$ cat config.mk
export PLATFORM = sky130hd
export DESIGN_NAME = bist_march_seq
export DESIGN_NICKNAME = d
export VERILOG_FILES = /design/src/rtl/bist_march_seq.sv
export SDC_FILE = /design/constraint.sdc
export NUM_CORES = 1
export LEC_CHECK = 0
export ABC_AREA = 0
export CORE_MARGIN = 3
export CORE_UTILIZATION = 50
export DETAILED_ROUTE_END_ITERATION = 6
export GPL_TIMING_DRIVEN = 0
export PLACE_DENSITY_LB_ADDON = 0.15
export SLEW_MARGIN = 20
export SYNTH_ARGS = -nofsm -noshare
export SYNTH_HDL_FRONTEND = slang
export SYNTH_SLANG_ARGS = --single-unit
$ cat constraint.sdc
create_clock -name clk -period 4.7 [get_ports clk]
set_clock_uncertainty 0.15 [all_clocks]
set_input_delay 1.41 -clock clk [delete_from_list [all_inputs] [get_ports clk]]
set_output_delay 1.41 -clock clk [all_outputs]
set_load 0.01 [all_outputs]
$ cat src/rtl/bist_march_seq.sv
// March C- sequencer for the SRAM BIST path: walks six march elements over
// 2^ADDR_W words, drives the SRAM port and records the first miscompare.
module bist_march_seq #(
  parameter int ADDR_W       = 8,
  parameter int DATA_W       = 8,
  parameter int STOP_ON_FAIL = 1
) (
  input  logic              clk,
  input  logic              rst,
  input  logic              start,
  input  logic              bg_inv,
  output logic [ADDR_W-1:0] sram_addr,
  output logic [DATA_W-1:0] sram_wdata,
  output logic              sram_we,
  output logic              sram_re,
  input  logic [DATA_W-1:0] sram_rdata,
  output logic              busy,
  output logic              done,
  output logic              fail,
  output logic [ADDR_W-1:0] fail_addr,
  output logic [2:0]        fail_elem,
  output logic [7:0]        fail_cnt
);

  typedef enum logic [2:0] {S_IDLE, S_RUN, S_RUN_RD, S_RUN_CW, S_DONE} state_t;

  state_t              state_q, state_d;
  logic [2:0]          elem_q, elem_d;
  logic [ADDR_W-1:0]   addr_q, addr_d;
  logic                bginv_q, bginv_d;
  logic                we_q, we_d, re_q, re_d, busy_q, busy_d, done_q, done_d;
  logic [DATA_W-1:0]   wdata_q, wdata_d;
  logic                fail_q, fail_d;
  logic [ADDR_W-1:0]   fail_addr_q, fail_addr_d;
  logic [2:0]          fail_elem_q, fail_elem_d;
  logic [7:0]          fail_cnt_q, fail_cnt_d;

  logic                down, addr_last, miscmp;
  logic [ADDR_W-1:0]   addr_step;

  function automatic logic [DATA_W-1:0] pat(input logic one, input logic inv);
    return {DATA_W{one ^ inv}};
  endfunction

  function automatic logic is_down(input logic [2:0] e);
    return (e == 3'd3) || (e == 3'd4);
  endfunction

  // Background each element expects on its read: r1 only in M2 and M4.
  function automatic logic rd_one(input logic [2:0] e);
    return (e == 3'd2) || (e == 3'd4);
  endfunction

  function automatic logic wr_one(input logic [2:0] e);
    return (e == 3'd1) || (e == 3'd3);
  endfunction

  assign down      = is_down(elem_q);
  assign addr_last = down ? (addr_q == '0) : (addr_q == {ADDR_W{1'b1}});
  assign addr_step = down ? (addr_q - 1'b1) : (addr_q + 1'b1);
  assign miscmp    = (state_q == S_RUN_CW) &&
                     (sram_rdata != pat(rd_one(elem_q), bginv_q));

  always_ff @(posedge clk or posedge rst) begin
    if (rst) begin
      state_q     <= S_IDLE;
      elem_q      <= '0;
      addr_q      <= '0;
      bginv_q     <= 1'b0;
      we_q        <= 1'b0;
      re_q        <= 1'b0;
      wdata_q     <= '0;
      busy_q      <= 1'b0;
      done_q      <= 1'b0;
      fail_q      <= 1'b0;
      fail_addr_q <= '0;
      fail_elem_q <= '0;
      fail_cnt_q  <= '0;
    end else begin
      state_q     <= state_d;
      elem_q      <= elem_d;
      addr_q      <= addr_d;
      bginv_q     <= bginv_d;
      we_q        <= we_d;
      re_q        <= re_d;
      wdata_q     <= wdata_d;
      busy_q      <= busy_d;
      done_q      <= done_d;
      fail_q      <= fail_d;
      fail_addr_q <= fail_addr_d;
      fail_elem_q <= fail_elem_d;
      fail_cnt_q  <= fail_cnt_d;
    end
  end

  always_comb begin
    state_d     = state_q;
    elem_d      = elem_q;
    addr_d      = addr_q;
    bginv_d     = bginv_q;
    fail_d      = fail_q;
    fail_addr_d = fail_addr_q;
    fail_elem_d = fail_elem_q;
    fail_cnt_d  = fail_cnt_q;
    unique case (state_q)
      S_IDLE, S_DONE: begin
        if (start) begin
          state_d     = S_RUN;
          elem_d      = '0;
          addr_d      = '0;
          bginv_d     = bg_inv;
          fail_d      = 1'b0;
          fail_addr_d = '0;
          fail_elem_d = '0;
          fail_cnt_d  = '0;
        end
      end
      S_RUN: begin
        if (addr_last) begin
          state_d = S_RUN_RD;
          elem_d  = 3'd1;
          addr_d  = '0;
        end else begin
          addr_d = addr_step;
        end
      end
      S_RUN_RD: state_d = S_RUN_CW;
      S_RUN_CW: begin
        if (miscmp) begin
          fail_d = 1'b1;
          if (fail_cnt_q != 8'hFF) fail_cnt_d = fail_cnt_q + 8'd1;
          if (!fail_q) begin
            fail_addr_d = addr_q;
            fail_elem_d = elem_q;
          end
        end
        // The write of this cycle B is already on the bus, so aborting here keeps it.
        if (miscmp && (STOP_ON_FAIL != 0)) begin
          state_d = S_DONE;
        end else if (addr_last) begin
          if (elem_q == 3'd5) begin
            state_d = S_DONE;
          end else begin
            state_d = S_RUN_RD;
            elem_d  = elem_q + 3'd1;
            addr_d  = is_down(elem_q + 3'd1) ? {ADDR_W{1'b1}} : '0;
          end
        end else begin
          state_d = S_RUN_RD;
          addr_d  = addr_step;
        end
      end
      default: state_d = S_IDLE;
    endcase
  end

  // Port outputs are registered, so they are decoded from the next state.
  always_comb begin
    we_d    = (state_d == S_RUN) || ((state_d == S_RUN_CW) && (elem_d != 3'd5));
    re_d    = (state_d == S_RUN_RD);
    busy_d  = (state_d == S_RUN) || (state_d == S_RUN_RD) || (state_d == S_RUN_CW);
    done_d  = (state_d == S_DONE);
    wdata_d = we_d ? pat(wr_one(elem_d), bginv_d) : '0;
  end

  assign sram_addr  = addr_q;
  assign sram_wdata = wdata_q;
  assign sram_we    = we_q;
  assign sram_re    = re_q;
  assign busy       = busy_q;
  assign done       = done_q;
  assign fail       = fail_q;
  assign fail_addr  = fail_addr_q;
  assign fail_elem  = fail_elem_q;
  assign fail_cnt   = fail_cnt_q;

endmodule

# --- Word level (Yosys, flattened, before mapping) ---
# Index checks and enable logic that the tools add are counted.
# Widths: inputs -> output; s select.
totals:
  regBits: 47
  output_inout_bits: 40
  elab_cells: 100
op_classes:
  add_sub_neg: 4
  eq_ne: 26
  muxes: 37
  n_bitwise: 2
  n_reduce_logical: 18
op_table:
  columns: ["op", "count"]
  rows:
  - ["$mux 8", 12]
  - ["$mux 3", 13]
  - ["$pmux 8 s2", 2]
  - ["$eq 3x2->1 const B", 8]
  - ["$pmux 8 s3", 1]
  - ["$add 8x1->8 const B", 2]
  - ["$eq 3x3->1 const B", 5]
  - ["$pmux 3 s4", 1]
  - ["$reduce_and 4->1", 3]
  - ["$eq 3x1->1 const B", 3]
  - ["$pmux 3 s3", 1]
  - ["$eq 8x8->1 const B", 1]
  - ["$logic_not 8->1", 1]
  - ["$ne 2x2->1 const B", 4]
  - ["$ne 8x8->1", 1]
  - ["$ne 8x8->1 const B", 1]
  - ["$sub 8x1->8 const B", 1]
  - ["$logic_or 1x1->1", 7]
  - ["$ne 3x3->1 const B", 2]
  - ["$pmux 3 s2", 1]
  - ["$mux 1", 5]
  - ["$add 3x1->3 const B", 1]
  - ["$logic_not 3->1", 1]
  - ["$reduce_and 3->1", 1]
  - ["7 further kinds", 9]

# --- Logic depth before layout (Yosys ltp) ---
# Gate-level depths: netlist of the first run.
logic_depth:
  depth_word: 11
  ltp_mapped: 12
  mapped_depth_nobuf: 12

# --- Worst setup path after synthesis of the first run ---
# OpenSTA, ideal clock, no wires.
synth_path:
  path_kind: "in2reg"
  startpoint: "input sram_rdata[4]"
  endpoint: "register wdata_q[6] (netlist: sram_wdata[6])"
  setup_ps: 131
  arrival_time_ps: 3160
  t_required_ps: 4419
  slack_ps: 1258
  path_stages: 7
  n_path_buf: 0
  path_cell_list: "or4_1 -> nor2_1 -> mux2i_1 -> or2_1 -> a311o_1 -> o311ai_1 -> a31oi_1"
synth_between:
  elab_chain_len: 8
  word_cells_on_any_way: 16
synth_lines:
  columns: ["element", "line", "text"]
  rows:
  - ["start: declaration", "16", "input logic [DATA_W-1:0] sram_rdata,"]
  - ["$ne 8x8->1 *", "62", "(sram_rdata != pat(rd_one(elem_q), bginv_q));"]
  - ["$logic_and 1x1->1 *", "61", "assign miscmp = (state_q == S_RUN_CW) &&"]
  - ["$mux 3", "138", "if (miscmp && (STOP_ON_FAIL != 0)) begin"]
  - ["$pmux 3 s3 / $pmux 3 s4 (equally long branches)", "105", "unique case (state_q)"]
  - ["$eq 3x1->1 (tied with other cells)", "55", "return (e == 3'd1) || (e == 3'd3);"]
  - ["$logic_or 1x1->1 / $logic_and 1x1->1 (equally long branches)", "55, 159", null]
  - ["$xor 1x1->1 / $logic_or 1x1->1 (equally long branches)", "42, 159", null]
  - ["$mux 8 *", "163", "wdata_d = we_d ? pat(wr_one(elem_d), bginv_d) : '0;"]
  - ["end signal: assignment", "86", "wdata_q <= wdata_d;"]
  - ["end: declaration", "32", "logic [DATA_W-1:0] wdata_q, wdata_d;"]
# Mark *: on every way between the ends. The rest lies on a longest branch, timed or not.
# A chain may end at the register's enable or synchronous reset.

# --- Worst setup path after layout of the first run ---
# Same ends and word-level chain as after synthesis.

==> results.py, run 1 <==
metrics = {
    "outcome": {
        "status": "finished clean",
    },
    "clock_network": {
        "clk_pin_slew_worst_paths_ns": 0.08,
        "ctsResizeCount": 0,
        "cts_hold_buf": 0,
        "clockBufferDepth": 2,
        "cts-root-buf": "clkbuf_8",
        "numCtsBuffers": 5,
        "post_cts_buffers": 0,
        "cts_sinks": 40,
        "cts_tree": "built",
        "clk_latency_ns": 0.29,
        "h-tree-depth": 2,
    },
    "grt": {
        "grt_max_degree": 25,
        "grt_pass1_wl_um": 8820,
        "antenna_found_initial": 0,
        "grt_pass1_vias": 1986,
        "grt_overflow": 0,
        "grt_use_total_pct": 20.1,
    },
    "sta": {
        "fmax_ghz": 0.262,
        "grt_setup_unrepaired": "no",
        "setup_viol": 0,
        "timing.hold.ws_ns": 0.377,
        "relSlewSlack_pct": 60.9,
        "hold_violations": 0,
        "setup-tns-final_ns": 0,
        "worst_slew_pin_slew_ns": 0.582,
        "fin_crit_ns": 3.82,
        "final_max_slew_viol_count": 0,
        "period_share_pct": 81.3,
    },
    "yosys": {
        "synth-edff-count": 0,
        "ys_ff_latch": 40,
        "synth-async-reset-ratio_pct": 100,
        "syn-cell-area_um2": 2420,
        "synth-seq-area-share_pct": 41.4,
        "syn_nets": 285,
        "synth_ff_type": "dfrtp_1",
        "ys.warnings.count": 0,
        "synth_cells": 261,
        "yosysUniqueCellTypes": 59,
        "syn_area_per_cell_um2": 9.26,
    },
    "place": {
        "hpwlAfterDp_um": 4000,
        "gp_congestion": 0.819,
        "portBuffers": 51,
        "post_dp_cell_area_um2": 3020,
    },
    "layout": {
        "design_area_um2": 3100,
        "layout.nets": 344,
        "syn2layout_area_growth_pct": 28.3,
        "fin_util_pct": 68.8,
        "n_antenna_cell": 0,
        "drive_gt1_share_pct": 10.0,
        "seqCellArea_um2": 1000,
        "n_fill_cell": 384,
        "multi_input_comb_area_um2": 1260,
    },
    "pwr": {
        "power_mw": 1.21,
        "powerDensity_nw_per_um2": 391,
        "peakVddDrop_v": 0.000276,
        "p_leak_nw": 1.37,
    },
    "critical_path": {
        "required_ns": 4.72,
        "cp-start-kind": "primary input",
        "criticalPathCategory": "primary input to flip-flop",
        "crit_arrival_ns": 3.84,
        "cp_max_fo": 5,
        "cp-end-kind": "flip-flop",
    },
    "detailed_routing": {
        "wl_met2_um": 2410,
        "vias": 2048,
        "wl_met1_um": 2540,
        "antenna_left": 0,
        "viasPerCell": 5.51,
        "routed.top_layer": "met4",
        "drt_pass1_iterations": 4,
        "drt-total-wl_um": 5230,
        "dr_wl_met3_um": 227,
        "drc_errors": 0,
        "drt_iter0_markers": 82,
        "post_drt_wl_per_cell_um": 14.0,
    },
    "floorplanning": {
        "rows": 24,
        "ioPinCount": 52,
        "core_area_um2": 4500,
        "start_util_pct": 53.6,
        "fp.dieW_um": 75.5,
        "die_height_um": 75.5,
        "die_area_um2": 5700,
    },
    "flow_run": {
        "max_cap_violations": 0,
    },
    "hold_path": {
        "hp-class": "flip-flop to flip-flop",
    },
}
==> layout make-up <==
type                            count  area share [%]
Multi-Input combinational cell    193            40.6
Sequential cell                    40            32.3
Timing Repair Buffer               52            17.4
Buffer                             17            3.67
Clock buffer                        5            2.22
Tap cell                           52            2.10
Inverter                           11            1.33
Clock inverter                      2           0.404
==> cells in the mapped netlist, types with 4 or more instances <==
| cell | count | area share (%) |
|---|---|---|
| ha_1 | 11 | 5.7 |
| nand4_1 | 6 | 1.6 |
| nand3_1 | 4 | 0.83 |
| dfrtp_1 | 40 | 41 |
| o21ai_0 | 16 | 3.3 |
| a21o_1 | 5 | 1.6 |
| a211oi_1 | 6 | 1.9 |
| o21a_1 | 4 | 1.2 |
| clkbuf_1 | 6 | 0.93 |
| xnor2_1 | 4 | 1.4 |
| nor2_1 | 22 | 3.4 |
| inv_1 | 11 | 1.7 |
| nor3_1 | 5 | 1.0 |
| buf_4 | 7 | 2.2 |
| xor2_1 | 7 | 2.5 |
| nand2_1 | 46 | 7.1 |
| a21oi_1 | 5 | 1.0 |
==> metal layers <==
layer | global-route usage, % | vias to the layer above
met3 | 4.62 | 5
met4 | 5.44 | 0
met1 | 27.2 | 963
met5 | 0 | -
met2 | 32.4 | 51
li1 | - | 1029
==> path summary, 6_finish.rpt <==
kind | slack (ns) | startpoint | depth (start not counted) | to
max | 0.88 | sram_rdata[4] | 8 | sram_wdata[6]$_DFF_PP0_
min | 0.38 | fail_addr[0]$_DFFE_PP0P_ | 2 | fail_addr[0]$_DFFE_PP0P_
max reg2reg | 1.54 | elem_q[0]$_DFF_PP0_ | 9 | sram_addr[6]$_DFFE_PP0P_
min reg2reg | 0.38 | fail_addr[0]$_DFFE_PP0P_ | 2 | fail_addr[0]$_DFFE_PP0P_
max in group asynchronous | 2.70 | rst | 3 | done$_DFF_PP0_
min in group asynchronous | 1.25 | rst | 2 | fail_elem[1]$_DFFE_PP0P_
==> kinds of logic (layout without fill, tap and decap cells) <==
group | after synthesis | count (layout) | share of synthesized area [%]
xor+xnor | 11 | 11 | 3.99
mux | 6 | 6 | 2.90
compound gates | 61 | 61 | 18.6
buf+inv | 28 | 87 | 6.42
simple gates | 103 | 103 | 20.1
flops | 40 | 40 | 41.4
fa+ha+maj | 12 | 12 | 6.53
==> cells in the final DEF (no fill, tap or decap), drive strengths merged, types with 6 or more instances in the layout <==
cell type      count
nand2             46
nand4              6
o21ai             18
ha                11
dfrtp             40
buf               11
clkbuf            12
nor2              22
inv               11
xor2               7
clkdlybuf4s50     51
a211oi             6
==> where the power goes <==
| part | internal [mW] | switching, mW |
|---|---|---|
| registers | 0.402 | 0.0573 |
| logic | 0.268 | 0.267 |
| clock network | 0.100 | 0.120 |
| total | 0.770 | 0.444 |
==> through the flow <==
stage                     setup WS [ns]  instances
after floorplan                    1.26        261
after global placement            0.671        364
after detailed placement          0.627        365
after CTS                         0.926        372
after global routing              0.794        372
final                             0.880        372
==> critical path, cell delays in order <==
cell,delay [ns]
clkdlybuf4s50_1,0.44
or4_1,0.56
nor2_1,0.13
mux2i_1,0.14
or2_1,0.31
a311o_1,0.44
o311ai_1,0.28
a31oi_1,0.13
==> state kept, by name, summed over array words and instances (netlist names) <==
signal,cells
fail_addr,8
fail_cnt,8
sram_addr,8
elem_q,3
fail_elem,3
state_q,3
bginv_q,1
busy,1
done,1
fail,1
sram_re,1
sram_wdata,1
sram_we,1
(Power assumes the default switching activity.)
==> run 2, diff against run 1 <==
--- a/config.mk
+++ b/config.mk
@@ -7,7 +7,7 @@
 export LEC_CHECK = 0
 export ABC_AREA = 0
 export CORE_MARGIN = 3
-export CORE_UTILIZATION = 50
+export CORE_UTILIZATION = 46
 export DETAILED_ROUTE_END_ITERATION = 6
 export GPL_TIMING_DRIVEN = 0
 export PLACE_DENSITY_LB_ADDON = 0.15
==> constraint.sdc (replaced) <==
create_clock -name clk -period 3.1 [get_ports clk]
set_clock_uncertainty 0.15 [all_clocks]
set_input_delay 0.93 -clock clk [delete_from_list [all_inputs] [get_ports clk]]
set_output_delay 0.93 -clock clk [all_outputs]
set_load 0.01 [all_outputs]
==> run 2 against run 1 <==
Non-clock buffer count increased by 8. Core utilization decreased by 1.4 points. Critical path depth unchanged. Hold slack improved by 0.00053 ns. Die area increased by 8.0%. Cell count increased by 6.5%. Largest cell class unchanged.
==> results.py, run 2 (synthesis gave the netlist of run 1 again) <==
metrics = {
    "outcome": {
        "status": "finished clean",
    },
    "floorplanning": {
        "start_util_pct": 49.2,
        "ioPinCount": 52,
        "die_area_um2": 6160,
        "core_area_um2": 4910,
        "rows": 25,
        "fp.dieW_um": 78.5,
        "die_height_um": 78.5,
    },
    "hold_path": {
        "hold_end": "fail_addr[1]$_DFFE_PP0P_",
        "min_path_cells": 2,
        "hold_start": "fail_addr[1]$_DFFE_PP0P_",
        "hp-class": "flip-flop to flip-flop",
    },
    "layout": {
        "final_common_cell": "nand2_1",
        "drive_gt1_share_pct": 16.1,
        "n_antenna_cell": 0,
        "most-common-layout-cells": "nand2_1 (46), clkdlybuf4s50_1 (43), dfrtp_1 (39), nor2_1 (21), buf_4 (15)",
        "layout.nets": 352,
        "fin_cells": 396,
        "fin_util_pct": 67.5,
        "syn2layout_area_growth_pct": 37.1,
    },
    "detailed_routing": {
        "wl_met2_um": 2590,
        "dr_wl_met3_um": 251,
        "drt_pass1_iterations": 4,
        "vias": 2118,
        "viasPerCell": 5.35,
        "drt-total-wl_um": 5520,
        "drc_errors": 0,
        "drt_iter0_markers": 73,
        "antenna_left": 0,
        "routed.top_layer": "met4",
        "post_drt_wl_per_cell_um": 13.9,
        "wl_met1_um": 2600,
    },
    "clock_network": {
        "cts_sinks": 40,
        "numCtsBuffers": 5,
        "clk_pin_slew_worst_paths_ns": 0.08,
        "clk_latency_ns": 0.30,
        "cts_hold_buf": 0,
        "clockBufferDepth": 2,
        "h-tree-depth": 2,
        "cts_tree": "built",
        "cts-root-buf": "clkbuf_8",
    },
    "place": {
        "hpwlAfterDp_um": 4030,
        "portBuffers": 51,
        "dp.cells": 380,
        "gp_congestion": 0.817,
        "pre_cts_slack_ns": -0.461,
    },
    "sta": {
        "setup_viol": 0,
        "finalWorstSetupSlack_ns": 0.0517,
        "worst_slew_pin_slew_ns": 0.602,
        "hold_violations": 0,
        "fin_crit_ns": 3.05,
        "final_max_slew_viol_count": 0,
        "grt_setup_unrepaired": "no",
        "period_share_pct": 98.3,
        "relSlewSlack_pct": 59.6,
        "fmax_ghz": 0.328,
        "timing.hold.ws_ns": 0.377,
    },
    "critical_path": {
        "r2r-start": "elem_q[1]$_DFF_PP0_",
        "reg2reg_slack_ns": 0.12,
        "crit_arrival_ns": 3.07,
        "cpMaxStageDelayCell": "or4_4",
        "criticalPathCategory": "primary input to flip-flop",
        "cpPeakStageDelay_ns": 0.58,
        "critPathBufInv": 1,
        "r2r-end": "sram_wdata[6]$_DFF_PP0_",
        "required_ns": 3.12,
        "reg2reg_depth": 10,
        "cp_max_fo": 4,
        "cp-end-kind": "flip-flop",
        "cp-start-kind": "primary input",
        "crit_chain": "dlygate4sd2_1 > or4_4 > nor2_4 > mux2i_4 > or2_1 > a311o_1 > o311ai_2 > a31oi_1",
        "path_delay_family": "simple AND/OR/NAND/NOR gates",
    },
    "pwr": {
        "netSwitchingFraction_pct": 35.2,
        "power_frac_comb_pct": 43.5,
        "power_mw": 1.97,
        "powerDensity_nw_per_um2": 596,
        "p_seq_share_pct": 35.3,
        "internal-power_mw": 1.28,
        "pwr-share-clk_pct": 21.2,
        "p_leak_nw": 1.54,
        "peakVddDrop_v": 0.000359,
        "p_switching_mw": 0.695,
    },
    "grt": {
        "grt_pass1_wl_um": 9700,
        "grt_pass1_vias": 2159,
        "antenna_found_initial": 0,
        "grt_use_total_pct": 19.6,
        "grt_overflow": 0,
        "grt_max_degree": 25,
    },
    "flow_run": {
        "max_cap_violations": 0,
    },
}
-- run 2: worst reg2reg max path, delay by kind of cell (launching register included) --
kind	cells	cell delay [ns]
flip-flops	1	0.43
multiplexers	1	0.32
adder cells (fa/ha/maj)	1	0.20
buffers and inverters	2	0.25
AND/OR/NAND/NOR	3	0.91
AO/OA/AOI/OAI	3	0.64
-- run 2: repair_timing --
| action | CTS | global route |
|---|---|---|
| gates resized for setup | 10 | 20 |
| buffers inserted | 4 | 4 |
| pin swaps | 7 | 8 |
| endpoints found under the setup margin | 3 | 12 |
-- run 2: how the worst max path moves through the flow --
stage,from,to,depth (start not counted)
floorplan,sram_rdata[4],sram_wdata[6]$_DFF_PP0_,7
global placement,sram_rdata[4],sram_wdata[6]$_DFF_PP0_,8
detailed placement,sram_rdata[4],sram_wdata[6]$_DFF_PP0_,8
CTS,sram_rdata[4],sram_wdata[6]$_DFF_PP0_,8
global route,elem_q[1]$_DFF_PP0_,sram_wdata[6]$_DFF_PP0_,10
finish,sram_rdata[3],sram_wdata[6]$_DFF_PP0_,8
-- run 2: power groups by stage --
stage / clock network, mW / logic, mW / registers (mW)
6_report: 0.419 / 0.859 / 0.697
5_1_grt: 0.459 / 0.941 / 0.713
4_1_cts: 0.428 / 0.848 / 0.695
3_5_place_dp: 0 / 0.808 / 0.706
3_3_place_gp: 0 / 0.794 / 0.703
2_1_floorplan: 0 / 0.464 / 0.721
-- run 2: cell type report --
class	count	area, um2
clock inverters	2	35.0
multi-input cells	193	1350
well taps	67	83.8
repair buffers	60	614
fillers	422	1600
plain buffers	17	116
flip-flops and latches	40	1000
inverters	11	41.3
clock buffers	6	72.6
-- run 2: metrics by stage --
step,setup TNS (ns),instance area [um2]
2_1_floorplan,0,2420
3_5_place_dp,-3.46,3040
4_1_cts,-0.0151,3220
6_report,0,3310
3_3_place_gp,-3.36,3010
5_1_grt,0,3310
-- run 2: layer usage --
| layer | track usage [%] | up-vias |
|---|---|---|
| met3 | 4.47 | 8 |
| met2 | 31.2 | 46 |
| met5 | 0 | - |
| met4 | 6.47 | 0 |
| met1 | 26.3 | 1014 |
| li1 | - | 1050 |
==> run 3, diff against run 2 <==
--- a/config.mk
+++ b/config.mk
@@ -10,7 +10,7 @@
 export CORE_UTILIZATION = 46
 export DETAILED_ROUTE_END_ITERATION = 6
 export GPL_TIMING_DRIVEN = 0
-export PLACE_DENSITY_LB_ADDON = 0.15
+export PLACE_DENSITY = 0.85
 export SLEW_MARGIN = 20
 export SYNTH_ARGS = -nofsm -noshare
 export SYNTH_HDL_FRONTEND = slang
==> run 3 against run 2 <==
Count of clock-buffer cells in the layout stayed put. Worst setup slack better by 0.020 ns. Non-clock buffer count rose by 1. Maximum frequency is 0.65% higher. Combinational power rose by 2.9%. Register-to-register slack worse by 0.03 ns. Cell count rose by 0.25%. Core utilization shrank 0.51 points. Sequential power increased by 0.9%. Via count grew 2.2%. Design area fell by 0.76%. Critical path depth rose by 1. Critical path type unchanged. Critical endpoint unchanged. Largest power group unchanged.
==> results.py, run 3 (synthesis gave the netlist of run 1 again) <==
metrics = {
    "outcome": {
        "status": "finished clean",
    },
    "critical_path": {
        "required_ns": 3.17,
        "cp.depth": 9,
        "critPathBufInv": 3,
        "cpPeakStageDelay_ns": 0.58,
        "crit_chain": "dlygate4sd2_1 > or4_4 > o21ai_4 > mux2i_4 > buf_6 > o41ai_4 > buf_4 > o311ai_1 > a31oi_1",
        "reg2reg_depth": 10,
        "cp-start-kind": "primary input",
        "cp-end-kind": "flip-flop",
        "crit_arrival_ns": 3.09,
        "cp_max_fo": 4,
        "cpMaxStageDelayCell": "or4_4",
        "criticalPathCategory": "primary input to flip-flop",
        "path_delay_family": "compound AO/OA/AOI/OAI gates",
    },
    "grt": {
        "grt_pass1_vias": 2097,
        "grt_use_met3_pct": 3.78,
        "grt_max_degree": 23,
        "grtUsageMet2_pct": 37.1,
        "grtUsageMet1_pct": 24.8,
        "grt_use_total_pct": 21.0,
        "grt_pass1_wl_um": 10100,
        "grt_overflow": 0,
        "antenna_found_initial": 0,
        "busiest_layer": "met2",
    },
    "place": {
        "gp_congestion": 0.787,
        "hpwlAfterDp_um": 4350,
        "pre_cts_slack_ns": -0.499,
        "portBuffers": 51,
        "dp.cells": 380,
    },
    "pwr": {
        "pwr-share-clk_pct": 18.5,
        "peakVddDrop_v": 0.000319,
        "powerDensity_nw_per_um2": 592,
        "p_leak_nw": 1.50,
        "netSwitchingFraction_pct": 37.0,
        "internal-power_mw": 1.23,
        "p_seq_share_pct": 36.1,
        "p_switching_mw": 0.720,
        "power_frac_comb_pct": 45.4,
    },
    "detailed_routing": {
        "vias": 2164,
        "viasPerCell": 5.45,
        "drt-total-wl_um": 6310,
        "drc_errors": 0,
        "drt_iter0_markers": 130,
        "antenna_left": 0,
        "drt_pass1_iterations": 5,
        "post_drt_wl_per_cell_um": 15.9,
    },
    "sta": {
        "fin_crit_ns": 3.03,
        "grt_setup_unrepaired": "no",
        "setup_viol": 0,
        "worst_slew_pin_slew_ns": 0.629,
        "finalWorstSetupSlack_ns": 0.0715,
        "relSlewSlack_pct": 57.8,
        "final_max_slew_viol_count": 0,
        "fmax_ghz": 0.330,
        "period_share_pct": 97.7,
        "hold_violations": 0,
    },
    "clock_network": {
        "cts_tree": "built",
        "cts_hold_buf": 0,
        "numCtsBuffers": 5,
        "clk_latency_ns": 0.30,
        "h-tree-depth": 2,
        "clockBufferDepth": 2,
        "clk_pin_slew_worst_paths_ns": 0.08,
        "cts-root-buf": "clkbuf_8",
        "cts_sinks": 40,
    },
    "floorplanning": {
        "fp.dieW_um": 78.5,
        "rows": 25,
        "die_height_um": 78.5,
        "core_area_um2": 4910,
        "start_util_pct": 49.2,
        "die_area_um2": 6160,
        "ioPinCount": 52,
    },
    "layout": {
        "final_common_cell": "nand2_1",
        "drive_gt1_share_pct": 16.4,
        "n_antenna_cell": 0,
        "most-common-layout-cells": "nand2_1 (46), clkdlybuf4s50_1 (43), dfrtp_1 (39), nor2_1 (21)",
        "layout.nets": 353,
        "fin_cells": 397,
        "syn2layout_area_growth_pct": 36.1,
        "n_fill_cell": 380,
    },
    "hold_path": {
        "hp-class": "flip-flop to flip-flop",
        "min_path_cells": 2,
    },
    "flow_run": {
        "max_cap_violations": 0,
    },
}
==> run 3: cell types whose count changed in the layout (fill, tap and decap cells not counted), sizes merged <==
cell,previous run,this run
clkinv,1,2
bufinv,1,0
dlymetal6s2s,7,3
dlygate4sd2,1,5
buf,19,20
==> run 3: worst min-delay path, cell delays in order (launching register included) <==
cell     delay, ns
dfrtp_1       0.38
nand2_1       0.05
o21ai_0       0.06
==> run 3: path summary, 6_finish.rpt <==
| path | startpoint | to | slack, ns |
|---|---|---|---|
| setup / recovery | sram_rdata[7] | sram_wdata[6]$_DFF_PP0_ | 0.07 |
| hold / removal | fail_addr[4]$_DFFE_PP0P_ | fail_addr[4]$_DFFE_PP0P_ | 0.38 |
| max in group asynchronous | rst | elem_q[0]$_DFF_PP0_ | 1.51 |
| min in group asynchronous | rst | fail_cnt[3]$_DFFE_PP0P_ | 0.81 |
| setup reg to reg | elem_q[1]$_DFF_PP0_ | sram_wdata[6]$_DFF_PP0_ | 0.09 |
| hold reg to reg | fail_addr[4]$_DFFE_PP0P_ | fail_addr[4]$_DFFE_PP0P_ | 0.38 |
==> run 3: repair_timing <==
action                                 4_1_cts  5_1_grt
setup buffers                                7        2
gates resized for setup                     17       11
endpoints found under the hold margin        0        0
setup endpoints to repair                   10       16
pin swaps                                    9        6
==> run 3: area by class of cell <==
class | count | area (um2) | share of cell area [%]
plain buffers | 17 | 115 | 3.50
clock buffers | 6 | 82.6 | 2.51
flip-flops and latches | 40 | 1000 | 30.5
repair buffers | 61 | 611 | 18.6
multi-input cells | 193 | 1340 | 40.8
inverters | 11 | 41.3 | 1.26
well taps | 67 | 83.8 | 2.55
clock inverters | 2 | 10.0 | 0.304
==> run 3: per-stage QoR <==
stage / hold slack (ns) / area [um2] / total power [mW] / setup TNS [ns] / utilization [%]
after floorplan: 0.350 / 2420 / 1.18 / 0 / -
after global placement: 0.366 / 3010 / 1.49 / -3.06 / 61.3
after detailed placement: 0.371 / 3040 / 1.52 / -3.90 / 61.9
after CTS: 0.384 / 3240 / 1.93 / 0 / 66.0
after global routing: 0.427 / 3290 / 2.07 / 0 / 67.0
final: 0.382 / 3290 / 1.95 / 0 / 67.0
==> run 3: routing by layer <==
| layer | vias to the layer above | part of all wire, % |
|---|---|---|
| met1 | 1040 | 41 |
| met2 | 63 | 53 |
| met3 | 12 | 4.1 |
| met5 | - | 0 |
| met4 | 0 | 2.1 |
| li1 | 1049 | - |
==> run 3: power by group through the flow <==
stage,sequential [mW],combinational [mW],clock (mW)
5_1_grt,0.719,0.960,0.386
6_report,0.703,0.884,0.360
2_1_floorplan,0.721,0.464,0
3_3_place_gp,0.703,0.785,0
4_1_cts,0.699,0.868,0.364
3_5_place_dp,0.706,0.818,0
